===== src/rtl/regfile_param.sv =====
`default_nettype none
// ============================================================================
// Module   : regfile_param
// Brief    : DEPTH x WIDTH register file, one write port, two registered read
//            ports, optional write-to-read bypass and hardwired-zero entry 0.
// Revision : 1.0 - initial parametrised release
// ============================================================================
module regfile_param #(
    parameter int WIDTH    = 8,
    parameter int DEPTH    = 4,
    parameter int AW       = $clog2(DEPTH),
    parameter int BYPASS   = 1,
    parameter int ZERO_REG = 0
) (
    input  logic             clk,
    input  logic             rst,
    input  logic             we,
    input  logic [AW-1:0]    waddr,
    input  logic [WIDTH-1:0] wdata,
    input  logic             re0,
    input  logic [AW-1:0]    raddr0,
    output logic [WIDTH-1:0] rdata0,
    input  logic             re1,
    input  logic [AW-1:0]    raddr1,
    output logic [WIDTH-1:0] rdata1
);

    // One extra bit so the range check also works when DEPTH is a power of two.
    localparam logic [AW:0] c_depth = (AW+1)'(DEPTH);

    logic [WIDTH-1:0] r_mem [DEPTH];
    logic             w_wr_ok;

    assign w_wr_ok = we && ({1'b0, waddr} < c_depth) &&
                     !((ZERO_REG != 0) && (waddr == '0));

    always_ff @(posedge clk) begin
        if (rst) begin
            for (int i = 0; i < DEPTH; i++) begin
                r_mem[i] <= '0;
            end
        end else if (w_wr_ok) begin
            r_mem[waddr] <= wdata;
        end
    end

    for (genvar p = 0; p < 2; p++) begin : g_rd_port
        logic             w_en;
        logic [AW-1:0]    w_addr;
        logic             w_addr_ok;
        logic [WIDTH-1:0] w_val;
        logic [WIDTH-1:0] r_data;

        assign w_en      = (p == 0) ? re0    : re1;
        assign w_addr    = (p == 0) ? raddr0 : raddr1;
        assign w_addr_ok = ({1'b0, w_addr} < c_depth) &&
                           !((ZERO_REG != 0) && (w_addr == '0));

        // Out-of-range and hardwired-zero addresses read as 0.
        always_comb begin
            w_val = '0;
            if (w_addr_ok) begin
                if ((BYPASS != 0) && w_wr_ok && (waddr == w_addr)) begin
                    w_val = wdata;
                end else begin
                    w_val = r_mem[w_addr];
                end
            end
        end

        always_ff @(posedge clk) begin
            if (rst) begin
                r_data <= '0;
            end else if (w_en) begin
                r_data <= w_val;
            end
        end
    end

    assign rdata0 = g_rd_port[0].r_data;
    assign rdata1 = g_rd_port[1].r_data;

endmodule
`default_nettype wire

===== config.mk =====
export PLATFORM = sky130hd
export DESIGN_NAME = regfile_param
export DESIGN_NICKNAME = d
export VERILOG_FILES = /design/src/rtl/regfile_param.sv
export SDC_FILE = /design/constraint.sdc
export NUM_CORES = 1
export LEC_CHECK = 0
export BUFFER_PORTS_ARGS = -buffer_cell sky130_fd_sc_hd__buf_2
export CAP_MARGIN = 25
export CORE_MARGIN = 2
export CORE_UTILIZATION = 52
export DETAILED_ROUTE_END_ITERATION = 8
export GPL_ROUTABILITY_DRIVEN = 0
export GPL_TIMING_DRIVEN = 1
export PLACE_DENSITY = 0.81
export SKIP_LAST_GASP = 1
export SLEW_MARGIN = 20
export SYNTH_ARGS = -nofsm -noshare
export SYNTH_HDL_FRONTEND = slang
export SYNTH_SLANG_ARGS = --single-unit
export TNS_END_PERCENT = 50

===== constraint.sdc =====
create_clock -name clk -period 1.3 [get_ports clk]
set_input_delay 0.13 -clock clk [delete_from_list [all_inputs] [get_ports clk]]
set_output_delay 0.13 -clock clk [all_outputs]
set_load 0.01 [all_outputs]

==> flow_metrics.env <==
export IMPL_viasPerCell=6.28
export IMPL_end_kind="register"
export IMPL_finalCoreUtilization_pct=65.6
export IMPL_hold_viol=0
export IMPL_synth_area_leaders="edfxtp_1 34%, mux4_2 13%, dfxtp_1 11%"
export IMPL_ys_seq_elements=48
export IMPL_clock_tree_buffer_depth=2
export IMPL_dp_hpwl_mm=5.32
export IMPL_port_buffers=34
export IMPL_syn_nets=255
export IMPL_drt_total_wl_mm=7.24
export IMPL_drt_iter0_markers=258
export IMPL_powerDensity_nw_per_um2=1000
export IMPL_status="finished with violations"
export IMPL_post_place_cells=358
export IMPL_ys_seq_area_share_pct=45.2
export IMPL_post_synth_num_cell_types=30
export IMPL_grt_max_degree=20
export IMPL_ys_warn_count=0
export IMPL_boundaryPins=35
export IMPL_p_leak_nw=1.36
export IMPL_grt_total_usage_pct=26.2
export IMPL_synthTopCellsByCount="32 x edfxtp_1, 26 x and2_1, 18 x nor2_1"
export IMPL_r2r_start="r_mem[3][5]"
export IMPL_worstMarginPinSlew_ns=0.620
export IMPL_grt_pass1_wl_mm=11.9
export IMPL_maxCapViolCount=0
export IMPL_vdd_ir_drop_max_v=0.000604
export IMPL_ctsRootBufferMaster="clkbuf_8"
export IMPL_grt_overflow_total=0
export IMPL_hp_class="in2reg"
export IMPL_start_util_pct=54.8
export IMPL_drt_pass1_iter_count=5
export IMPL_numCtsBuffers=5
export IMPL_vias=2297
export IMPL_holdPathStages=3
export IMPL_slew_viol_final=0
export IMPL_worst_setup_path_type="reg2reg"
export IMPL_r2r_cells=4
export IMPL_antenna_found_initial=0
export IMPL_finalClockSkew_ns=0.00533
export IMPL_stdcell_count=366
export IMPL_yosysMostFrequentCell="edfxtp_1"
export IMPL_rrSetupSlack_ns=-0.04
export IMPL_violations="negative setup slack"
export IMPL_synth_top_cell_area_share_pct=33.9
export IMPL_fin_ws_ns=-0.0449
export IMPL_die_w_um=77.8
export IMPL_synth_edff_count=32
export IMPL_worst_setup_path_start_kind="register"
export IMPL_htree_levels=2
export IMPL_route_detailed_drc=0
export IMPL_reg2reg_to="rdata0[5]"
export IMPL_num_antenna_cells=0
export IMPL_row_count=26
export IMPL_min_period_ns=1.34
export IMPL_synth_ff_type="edfxtp_1"
export IMPL_synth_top_area_cell="edfxtp_1"
export IMPL_slew_headroom_pct=58.5
export IMPL_antenna_left=0
export IMPL_die_area_um2=6060
export IMPL_cts_num_sinks=48
export IMPL_pre_cts_slack_ns=-0.337
export IMPL_synthArstFlopShare_pct=0
export IMPL_holdPathEnd="r_mem[3][5]"
export IMPL_coreArea_um2=5170
export IMPL_syn_area_per_cell_um2=12.0
export IMPL_hold_start="wdata[5]"
export IMPL_postCtsSetupBuffers=0
export IMPL_finalSetupViolations=12
export IMPL_fmax_mhz=744
export IMPL_grt_pass1_vias=2229
export IMPL_clkSlewWorstSetupHoldPaths_ns=0.09
export IMPL_drive_above_1_share_pct=42.9
export IMPL_cts_tree="built"
export IMPL_worstSkewPairLatency_ns=0.31
export IMPL_cp_max_fo=2
export IMPL_area_growth_pct=19.6
export IMPL_die_y_um=77.8
export IMPL_crit_arrival_ns=1.54
export IMPL_synth_area_um2=2840
export IMPL_rsz0062_at_grt="yes"
export IMPL_routedWlPerCell_um=19.8
export IMPL_crit_required_ns=1.50
export IMPL_nets=314
export IMPL_synthCells=236
export IMPL_fin_crit_sh_pct=103
[cell usage in the layout (no fill, tap or decap)]
| master | instances |
|---|---|
| dfxtp_1 | 16 |
| nor3b_4 | 1 |
| or2_2 | 2 |
| a211oi_2 | 16 |
| and2_1 | 26 |
| buf_4 | 35 |
| xnor2_2 | 2 |
| and2b_1 | 1 |
| nor2_1 | 18 |
| nor2b_1 | 6 |
| nor2b_2 | 1 |
| nor2b_4 | 1 |
| clkbuf_8 | 5 |
| nor4b_1 | 2 |
| buf_2 | 34 |
| nand3_2 | 6 |
| nand4_1 | 16 |
| inv_1 | 8 |
| edfxtp_1 | 32 |
| clkbuf_1 | 1 |
| o311a_1 | 16 |
| a31o_2 | 1 |
| nand2_4 | 3 |
| or2_4 | 1 |
| o2111ai_1 | 2 |
| buf_12 | 1 |
| nand2_1 | 9 |
| nor3_1 | 2 |
| nand3_1 | 10 |
| nor3_2 | 2 |
| clkinv_1 | 2 |
| mux4_2 | 16 |
| and3b_1 | 2 |
[layer usage]
layer / up-vias / track usage [%] / wire length (um)
li1: 1037 / - / -
met1: 1086 / 34.4 / 2860
met2: 149 / 41.7 / 3510
met3: 25 / 5.00 / 593
met4: 0 / 12.5 / 272
met5: - / 0 / 0
[per-stage QoR]
step | hold slack, ns | setup TNS (ns) | cell area [um2] | total power [mW]
final | 0.216 | -0.220 | 3390 | 3.40
after global routing | 0.229 | -0.702 | 3390 | 3.52
after CTS | 0.210 | -0.214 | 3380 | 3.39
after detailed placement | 0.507 | -3.93 | 3270 | 2.55
after global placement | 0.503 | -2.96 | 3270 | 2.53
after floorplan | 0.298 | -0.0690 | 2840 | 2.28
[layout make-up]
type / instances / area [um2]
clock inverters: 2 / 7.51
well taps: 70 / 87.6
clock buffers: 6 / 72.6
flip-flops and latches: 48 / 1280
fillers: 392 / 1780
repair buffers: 70 / 453
inverters: 8 / 30.0
multi-input cells: 162 / 1460
[cell families (layout without fill, tap and decap cells)]
group / Yosys count / in the layout / synth area share, %
flip-flops: 48 / 48 / 45.2
multiplexers: 16 / 16 / 12.7
AO/OA/AOI/OAI: 35 / 35 / 13.6
AND/OR/NAND/NOR: 109 / 109 / 22.4
XOR/XNOR: 2 / 2 / 0.883
buffers and inverters: 26 / 86 / 5.21
[worst max-delay path, cell delays in order (launching register included)]
cell	delay, ns
edfxtp_1	0.42
nor2b_4	0.15
mux4_2	0.49
nand3_2	0.10
a211oi_2	0.07
[how the worst max path moves through the flow]
| stage | from | slack (ns) | cells past startpoint | end |
|---|---|---|---|---|
| 2_1_floorplan | we | -0.009 | 5 | r_mem[2][0] |
| 3_3_place_gp | rst | -0.21 | 6 | rdata1[6] |
| 3_5_place_dp | raddr0[0] | -0.34 | 5 | rdata0[5] |
| 4_1_cts | r_mem[3][1] | -0.04 | 4 | rdata0[1] |
| 5_1_grt | r_mem[3][1] | -0.09 | 4 | rdata0[1] |
| 6_report | r_mem[3][5] | -0.04 | 4 | rdata0[5] |
[registers in the layout, summed over array words and instances, names as in the netlist]
name / flops
r_mem: 32
rdata0: 8
rdata1: 8
[power breakdown]
group          switching [mW]  total, mW  internal [mW]
Sequential             0.0580       1.80           1.75
Clock                   0.488      0.856          0.368
Combinational           0.396      0.739          0.342
Total                   0.943       3.40           2.46
[repair_timing]
action / CTS / global route
endpoints found under the setup margin: 12 / 15
gates resized for setup: 8 / 1
pin swaps: 1 / 2
hold buffers: 0 / 0
No activity file was read; power rests on OpenSTA's default activity.
